===== config.mk =====
export PLATFORM = sky130hd
export DESIGN_NAME = cla3_slice_sequencer
export DESIGN_NICKNAME = d
export VERILOG_FILES = /design/src/rtl/cla3_slice_sequencer.sv
export SDC_FILE = /design/constraint.sdc
export NUM_CORES = 1
export LEC_CHECK = 0
export CORE_MARGIN = 1.5
export CORE_UTILIZATION = 52
export DETAILED_ROUTE_END_ITERATION = 6
export HOLD_SLACK_MARGIN = 0.1
export PLACE_DENSITY_LB_ADDON = 0.05
export SETUP_SLACK_MARGIN = 0.5
export SLEW_MARGIN = 20
export SYNTH_ARGS = -nofsm -noshare
export SYNTH_HDL_FRONTEND = slang
export SYNTH_SLANG_ARGS = --single-unit

===== constraint.sdc =====
create_clock -name clk_i -period 4.6 [get_ports clk_i]
set_input_delay 1.38 -clock clk_i [delete_from_list [all_inputs] [get_ports clk_i]]
set_output_delay 1.38 -clock clk_i [all_outputs]
set_load 0.02 [all_outputs]

===== src/rtl/cla3_slice_sequencer.sv =====
// cla3_slice_sequencer
// Multi-cycle WIDTH-bit adder controller for a 3-bit carry-lookahead adder.
// It registers two operands and a carry-in. It then presents one 3-bit slice at a
// time to the external adder, starting with the LSB slice. Each slice is held for
// SETTLE clocks before the sum and carry-out are captured. The captured carry-out
// becomes the carry-in of the next slice.
//
// Ports
//   clk_i        rising-edge clock
//   rst_i        asynchronous reset, active high
//   start_i      request; sampled only while idle
//   a_i, b_i     operands, sampled with start_i
//   cin_i        carry-in, sampled with start_i
//   busy_o       high while slices are being processed
//   done_o       one-cycle pulse; result_o/cout_o are valid
//   result_o     registered sum; held until the next accepted start
//   cout_o       registered final carry-out; held like result_o
//   add_x_o      adder x input (current slice of operand A)
//   add_y_o      adder y input (current slice of operand B)
//   add_cin_o    adder carry-in (running carry register)
//   add_sum_i    adder sum
//   add_cout_i   adder carry-out
//   state_o      FSM state (debug visibility)
//
// Handshake: start_i is a single-cycle request. It is accepted only in IDLE, and it
// is neither queued nor acknowledged while busy_o or done_o is high. done_o is
// asserted for exactly one cycle per accepted request.
module cla3_slice_sequencer #(
    parameter int WIDTH  = 12,
    parameter int SETTLE = 2
) (
    input  logic             clk_i,
    input  logic             rst_i,
    input  logic             start_i,
    input  logic [WIDTH-1:0] a_i,
    input  logic [WIDTH-1:0] b_i,
    input  logic             cin_i,
    output logic             busy_o,
    output logic             done_o,
    output logic [WIDTH-1:0] result_o,
    output logic             cout_o,
    output logic [2:0]       add_x_o,
    output logic [2:0]       add_y_o,
    output logic             add_cin_o,
    input  logic [2:0]       add_sum_i,
    input  logic             add_cout_i,
    output logic [1:0]       state_o
);

    localparam int N     = WIDTH / 3;
    localparam int IDX_W = (N > 1) ? $clog2(N) : 1;
    localparam int CNT_W = (SETTLE > 1) ? $clog2(SETTLE) : 1;
    localparam logic [IDX_W-1:0] IDX_LAST = IDX_W'(N - 1);
    localparam logic [CNT_W-1:0] CNT_LAST = CNT_W'(SETTLE - 1);

    if ((WIDTH % 3) != 0 || WIDTH < 3) begin : g_bad_width
        $error("WIDTH must be a positive multiple of 3");
    end
    if (SETTLE < 1) begin : g_bad_settle
        $error("SETTLE must be at least 1");
    end

    typedef enum logic [1:0] {
        IDLE = 2'd0,
        RUN  = 2'd1,
        DONE = 2'd2
    } state_t;

    state_t             state_q, state_d;
    logic [WIDTH-1:0]   a_q, a_d;
    logic [WIDTH-1:0]   b_q, b_d;
    logic               carry_q, carry_d;
    logic [IDX_W-1:0]   idx_q, idx_d;
    logic [CNT_W-1:0]   cnt_q, cnt_d;
    logic [WIDTH-1:0]   result_q, result_d;
    logic               cout_q, cout_d;

    always_ff @(posedge clk_i or posedge rst_i) begin
        if (rst_i) begin
            state_q  <= IDLE;
            a_q      <= '0;
            b_q      <= '0;
            carry_q  <= 1'b0;
            idx_q    <= '0;
            cnt_q    <= '0;
            result_q <= '0;
            cout_q   <= 1'b0;
        end else begin
            state_q  <= state_d;
            a_q      <= a_d;
            b_q      <= b_d;
            carry_q  <= carry_d;
            idx_q    <= idx_d;
            cnt_q    <= cnt_d;
            result_q <= result_d;
            cout_q   <= cout_d;
        end
    end

    always_comb begin
        state_d  = state_q;
        a_d      = a_q;
        b_d      = b_q;
        carry_d  = carry_q;
        idx_d    = idx_q;
        cnt_d    = cnt_q;
        result_d = result_q;
        cout_d   = cout_q;
        case (state_q)
            IDLE: begin
                if (start_i) begin
                    a_d      = a_i;
                    b_d      = b_i;
                    carry_d  = cin_i;
                    idx_d    = '0;
                    cnt_d    = '0;
                    result_d = '0;
                    cout_d   = 1'b0;
                    state_d  = RUN;
                end
            end
            RUN: begin
                if (cnt_q == CNT_LAST) begin
                    // Capture edge: the adder inputs have now been stable for SETTLE cycles.
                    result_d[3*idx_q +: 3] = add_sum_i;
                    carry_d                = add_cout_i;
                    cnt_d                  = '0;
                    if (idx_q == IDX_LAST) begin
                        cout_d  = add_cout_i;
                        state_d = DONE;
                    end else begin
                        idx_d = idx_q + 1'b1;
                    end
                end else begin
                    cnt_d = cnt_q + 1'b1;
                end
            end
            DONE: state_d = IDLE;
            default: state_d = IDLE;
        endcase
    end

    // Every output comes from a register, so no input reaches an output combinationally.
    assign busy_o    = (state_q == RUN);
    assign done_o    = (state_q == DONE);
    assign result_o  = result_q;
    assign cout_o    = cout_q;
    assign add_x_o   = a_q[3*idx_q +: 3];
    assign add_y_o   = b_q[3*idx_q +: 3];
    assign add_cin_o = carry_q;
    assign state_o   = state_q;

endmodule

==> impl_results.md, run 1 <==
- Crit start category: flip-flop
- Reg power frac: 37.8%
- Slowest library cell on the worst path: dfrtp_1
- Fmax: roughly 280 MHz
- Most frequent cells after synthesis: dfrtp_1 (43), mux2_2 (34), inv_1 (9)
- Hold buffers post-CTS: 0
- I/O pin total: 56
- Arrival @ worst endpoint: ~2.2 ns
- Clock Latency Late Sink: 0.30 ns
- Clk sinks: 43
- Hold WS: between 0.5 and 0.6 ns
- Initial antenna violation count: 0
- CTS buffer count: 5
- Setup Buffers After CTS: 0
- Die area: 4390 sq um
- CTS resizes: 0
- RSZ-0062 raised after global routing: false
- Syn Std Cell Area: 2080 sq um
- Core ar.: 3740 sq um
- Design Power: between 1500 and 2000 uW
- Worst slack, placed: around 1.3 ns
- Fin crit share: between 70 and 80%
- Max-slew violations: 0
- Largest net degree at the start of global routing: 32
- Root Buffer: clkbuf_8
- Largest area contributor in the netlist: dfrtp_1
- Pwr/cell area: between 600 and 700 nW/um^2
- CTS tree: built
- Critical path buffers and inverters: 1
- Largest stage delay, worst path: between 0.7 and 0.8 ns
- Cells after Synth: 152
- Setup TNS: 0 ns
- Final Setup Violations: 0
- Die Width: about 66 um
- Class of the worst hold path: reg -> reg
- Gr ovfl total: 0
- Net load switching power: around 650 uW
- Final hold vios: 0
- Post-synth EDFFs: 0
- Syn nets: 189
- HPWL after DPL: about 3100 um
- Share of cells above drive strength 1: 26.2%
- Worst-path fanout max: 13
- Clk buf depth: 2
- Yosys cell types: 28
- Count leader, synth: dfrtp_1
- Max_slew headroom: 59.8%
- Syn Area/Cell: 13.7 sq um
- LEAKAGE: 0.00119 uW
- Critical Path Sink Type: output port
- Starting DRT DRC Count: 54
- Drt wl/cell: approximately 16 um
- Routed WL: between 4000 and 5000 um
- Chip Height: between 60 and 70 um
- Layout Nets: between 200 and 250
- CP Cell Sequence: mux4_2, clkdlybuf4s50_1
- Max-cap viol count: 0
- Setup WS post-layout: about 1.0 ns
- Clock skew: roughly 0.0067 ns
- Worst VDD drop: a little under 0.4 mV
- Outcome: completed
- Yosys warning total: 0
- Vias post-DR: 1426
- Reg clk slew, reported paths: about 0.080 ns
- DRC violations left: 0
- Synth async-reset ratio: 100%
- Internal Power: 1140 uW
- Sw Share: 36.5%
- Area grow syn2layout: 32.1%
- Actual slew at the worst max-slew pin: around 0.6 ns
- Drt via density: 5.53
- Comb pwr share: 49.1%
- Crit path kind: reg -> out
- ANT cells: 0
- DRT Pass-1 Iters: 4
- GRT Overall Usage: a little under a quarter
- First-pass GRT wire length: 7250 um
- RePlAce Congestion: roughly 0.82
- Post-layout util: between 70% and 80%
- Htree depth: 2
- Rows: 22
- Routed Antenna Nets: 0
- Initial core utilization: between 50% and 60%
- Post-synth top area share: 51.7%
- Port bufs: 55
- Synth Register Bits: 43
- Ys flop type: dfrtp_1
- Largest delay contributor family on the critical path: flip-flops
- Top post-synthesis cells by area: dfrtp_1 (52%), mux2_2 (18%), mux4_2 (6.5%)
- Fin crit period: between 3 and 4 ns
- Sequential-to-total area share from yosys stat: between 50% and 60%
- Clk network pwr share: 13.2%
- Number of global-route vias before repair: 1525
- Critical Path RT: roughly 3.2 ns
## area by class of cell
cell class                 count  area (sq um)
inverter                       9          33.8
tap                           48          60.1
clock inverter                 2          12.5
fill                         274           997
sequential                    43          1080
multi-input combinational     93           926
timing repair buffer          57           566
clock buffer                   6          72.6
## cells in the final DEF, fill, tap and decap left out, types with 4 or more instances in the layout
| cell type | Yosys | routed |
|---|---|---|
| mux2_2 | 34 | 34 |
| mux4_2 | 6 | 6 |
| clkdlybuf4s50_1 | 0 | 55 |
| and3_1 | 7 | 7 |
| mux2i_1 | 5 | 5 |
| clkbuf_8 | 0 | 5 |
| dfrtp_1 | 43 | 43 |
| nand2_1 | 4 | 4 |
| a21oi_1 | 4 | 4 |
| ha_1 | 5 | 5 |
| inv_1 | 9 | 8 |
| nor2b_1 | 4 | 4 |
## flip-flops by register name, indices dropped and copies added, names as in the netlist
name	cells
cout_o	1
idx_q	2
result_o	12
b_q	12
add_cin_o	1
a_q	12
cnt_q	1
state_o	2
## worst paths after layout
path,start,endpoint,slack (ns),cells past startpoint
max,idx_q[0],add_y_o[0],1.03,2
min,a_q[7],a_q[7],0.51,1
max reg2reg,idx_q[0],result_o[4],2.40,5
min reg2reg,a_q[7],a_q[7],0.51,1
max in group asynchronous,rst_i,result_o[0],2.53,3
min in group asynchronous,rst_i,result_o[4],1.35,2
## worst register-to-register path: cells and delay by family (launching register included)
kind          cells  cell delay, ns
simple gates      2            0.78
flops             1            0.73
buf+inv           1            0.21
mux               1            0.14
fa+ha+maj         1            0.28
## power groups by stage
stage               sequential (uW)  clock [uW]  combinational [uW]
global route                    708         258                 947
floorplan                       652           0                 601
CTS                             680         243                 886
global placement                673           0                 851
finish                          676         235                 878
detailed placement              688           0                 883
## cell families (layout without fill, tap and decap cells)
family / Yosys count / after routing / share of synthesized area (%)
buffers and inverters: 16 / 74 / 3.73
AOI/OAI and AO/OA: 11 / 11 / 3.73
adders and majority gates: 5 / 5 / 3.01
DFF: 43 / 43 / 51.7
and+or+nand+nor: 32 / 32 / 10.5
muxes: 45 / 45 / 27.3
## layer usage
metal  global-route usage [%]  vias to the layer above  share of wire [%]
li1                         -                      664                  -
met4                     8.42                        0                1.5
met2                     37.9                       43                 50
met3                     6.64                        5                5.6
met5                        0                        -                  0
met1                     28.2                      714                 43
## per-stage QoR
stage,std cells,cell area (sq um)
after floorplan,152,2080
after global placement,250,2660
after detailed placement,250,2660
after CTS,258,2750
after global routing,258,2750
final,258,2750
No activity file was read; power rests on OpenSTA's default activity.
==> inputs of run 2 (changes only) <==
- CORE_UTILIZATION: 52 -> 43
- clock period: 4.6 -> 3 ns (I/O delays scaled with it)
==> run 2 against run 1 <==
Effect of this change:
- worst setup slack lost 0.49 ns
- worst hold slack lost 0.0033 ns
- via count grew 0.98%
- cell area grew 1.8%
- sequential share of layout area shrank 0.48 points
- first-iteration DRC count grew 17%
- critical path depth grew 1
- clock skew grew 0.0017 ns
- utilization shrank 14 points
- routed wire length grew 3.6%
- register-to-register slack lost 1.4 ns
- largest power group unchanged
- highest routed layer unchanged
==> impl_results.md, run 2 (synthesis results as in run 1) <==
- ANT cells: 0 (unchanged)
- Post-layout util: 59.6% (was 73.4%)
- Worst-path fanout max: 4 (was 13)
- Htree depth: 2 (unchanged)
- CP Cell Sequence: buf_2, mux4_2, buf_2 (was mux4_2, clkdlybuf4s50_1)
- Final hold vios: 0 (unchanged)
- Commonest non-fill, non-tap cell in the layout: clkdlybuf4s50_1 (unchanged)
- Fmax: between 400 and 500 MHz
- Die Width: 72.5 um (was 66.2 um)
- Die area: 5260 sq um (was 4390 sq um)
- Clk sinks: 43 (unchanged)
- Most frequent cells in the layout: clkdlybuf4s50_1 (48), dfrtp_1 (40), mux2_2 (34), inv_1 (8), buf_4 (8) (was clkdlybuf4s50_1 (55), dfrtp_1 (43), mux2_2 (34), inv_1 (8), and3_1 (7))
- Fin crit period: about 2.5 ns
- Max-slew violations: 0 (unchanged)
- Max-cap viol count: 0 (unchanged)
- GRT Overall Usage: 18.6% (was 22.8%)
- Final Setup Violations: 0 (unchanged)
- DRT Pass-1 Iters: 4 (unchanged)
- Initial antenna violation count: 0 (unchanged)
- LEAKAGE: 0.00123 uW (was 0.00119 uW)
- RSZ-0062 raised after global routing: true (was false)
- Pwr/cell area: 1000 nW/um^2 (was 652 nW/um^2)
- Routed WL: 4390 um (was 4240 um)
- Reg clk slew, reported paths: 0.08 ns (about the same)
- Core ar.: 4690 sq um (was 3740 sq um)
- Worst VDD drop: 0.476 mV (was 0.389 mV)
- Worst R2R Setup Slack: 1.01 ns (was 2.40 ns)
- Starting DRT DRC Count: 63 (was 54)
- Class of the worst hold path: reg -> reg (unchanged)
- Layout Nets: 253 (was 246)
- DRC violations left: 0 (unchanged)
- Vias post-DR: 1440 (was 1426)
- RePlAce Congestion: 0.784 (was 0.820)
- Hold path endpoint: b_q[8] (was a_q[7])
- Crit path kind: reg -> out (unchanged)
- Crit start category: flip-flop (unchanged)
- Share of cells above drive strength 1: 32.4% (was 26.2%)
- CTS buffer count: 5 (unchanged)
- Max_slew headroom: 55.1% (was 59.8%)
- Largest stage delay, worst path: 0.52 ns (was 0.73 ns)
- Clk buf depth: 2 (unchanged)
- CTS tree: built (unchanged)
- Critical Path RT: 2.10 ns (was 3.22 ns)
- Rows: 25 (was 22)
- Port bufs: 55 (unchanged)
- Area grow syn2layout: 34.5% (was 32.1%)
- Clock skew: 0.00834 ns (was 0.00666 ns)
- Reg2Reg Depth: 7 (was 5)
- Hold Crit Depth: 1 (unchanged)
- Arrival @ worst endpoint: 1.56 ns (was 2.19 ns)
- HPWL after DPL: 3220 um (was 3140 um)
- Fillers: 385 (was 274)
- Hold Startpoint: b_q[8] (was a_q[7])
- Critical Path Sink Type: output port (unchanged)
- Drt via density: 5.33 (was 5.53)
- Fin crit share: between 80 and 90%
- Actual slew at the worst max-slew pin: 0.669 ns (was 0.603 ns)
- Most frequent CP cell: buf_2
- Largest net degree at the start of global routing: 27 (was 32)
- Clock Latency Late Sink: 0.29 ns (was 0.30 ns)
- Chip Height: 72.5 um (was 66.2 um)
- Number of global-route vias before repair: 1525 (unchanged)
- Outcome: completed (unchanged)
- Root Buffer: clkbuf_8 (unchanged)
- Routed Antenna Nets: 0 (unchanged)
- I/O pin total: 56 (unchanged)
- Slowest library cell on the worst path: mux4_2 (was dfrtp_1)
- R2R Path End: result_o[9] (was result_o[4])
- Setup TNS: 0 ns (unchanged)
- R2r startpoint: idx_q[0] (unchanged)
- Hold WS: 0.505 ns (was 0.509 ns)
- Drt wl/cell: 16.3 um (was 16.4 um)
- Initial core utilization: 44.3% (was 55.5%)
- Gr ovfl total: 0 (unchanged)
- First-pass GRT wire length: 7270 um (was 7250 um)
## run 2: changes by cell type in the layout (fill, tap and decap cells not counted), sizes merged
cell           previous run  this run
buf                       2        15
bufinv                    0         1
clkdlybuf4s50            55        48
clkinv                    2         1
clkinvlp                  1         0
dlygate4sd2               0         1
## run 2: worst max-delay path by stage
stage               cells after the start  startpoint    endpoint  slack, ns
global placement                        2    idx_q[0]  add_y_o[0]       0.22
detailed placement                      2    idx_q[0]  add_y_o[0]       0.20
CTS                                     3    idx_q[0]  add_y_o[0]       0.44
floorplan                               2    idx_q[0]  add_x_o[0]       0.90
finish                                  3    idx_q[0]  add_y_o[0]       0.54
global route                            3    idx_q[0]  add_x_o[0]       0.48
## run 2: area by class of cell
| type | instances | area [sq um] | area share [%] |
|---|---|---|---|
| multi-input cells | 93 | 926 | 33.1 |
| repair buffers | 64 | 584 | 20.9 |
| clock buffers | 6 | 72.6 | 2.60 |
| flip-flops and latches | 43 | 1080 | 38.7 |
| well taps | 54 | 67.6 | 2.42 |
| inverters | 9 | 33.8 | 1.21 |
| clock inverters | 1 | 30.0 | 1.07 |
## run 2: worst max-delay path, delay by kind of cell (launching register included)
family / cells / cell delay (ns)
multiplexers: 1 / 0.52
flip-flops: 1 / 0.42
buffers and inverters: 2 / 0.34
## run 2: what timing repair did
| action | 4_1_cts | 5_1_grt |
|---|---|---|
| hold buffers | 0 | 0 |
| resized for setup | 28 | 1 |
| endpoints found under the setup margin | 10 | 5 |
| setup buffers | 5 | 0 |
## run 2: report_power, final
part,switching [uW],total [uW],internal (uW)
logic,648,1370,717
clock network,187,431,244
registers,173,1000,829
total,1010,2800,1790
## run 2: stage by stage
stage / instances / instance area (sq um) / worst slack, ns / power (uW)
final: 270 / 2800 / 0.538 / 2800
after global routing: 270 / 2800 / 0.476 / 2980
after CTS: 270 / 2800 / 0.436 / 2830
after detailed placement: 258 / 2680 / 0.197 / 2420
after global placement: 258 / 2680 / 0.224 / 2360
after floorplan: 152 / 2080 / 0.901 / 1920
## run 2: layer usage
layer	GRT usage (%)	share of wire, %	wire length, um
met5	0	0	0
met4	7.13	1.8	78
met2	31.7	52	2280
met3	4.86	4.8	211
met1	22.6	41	1820
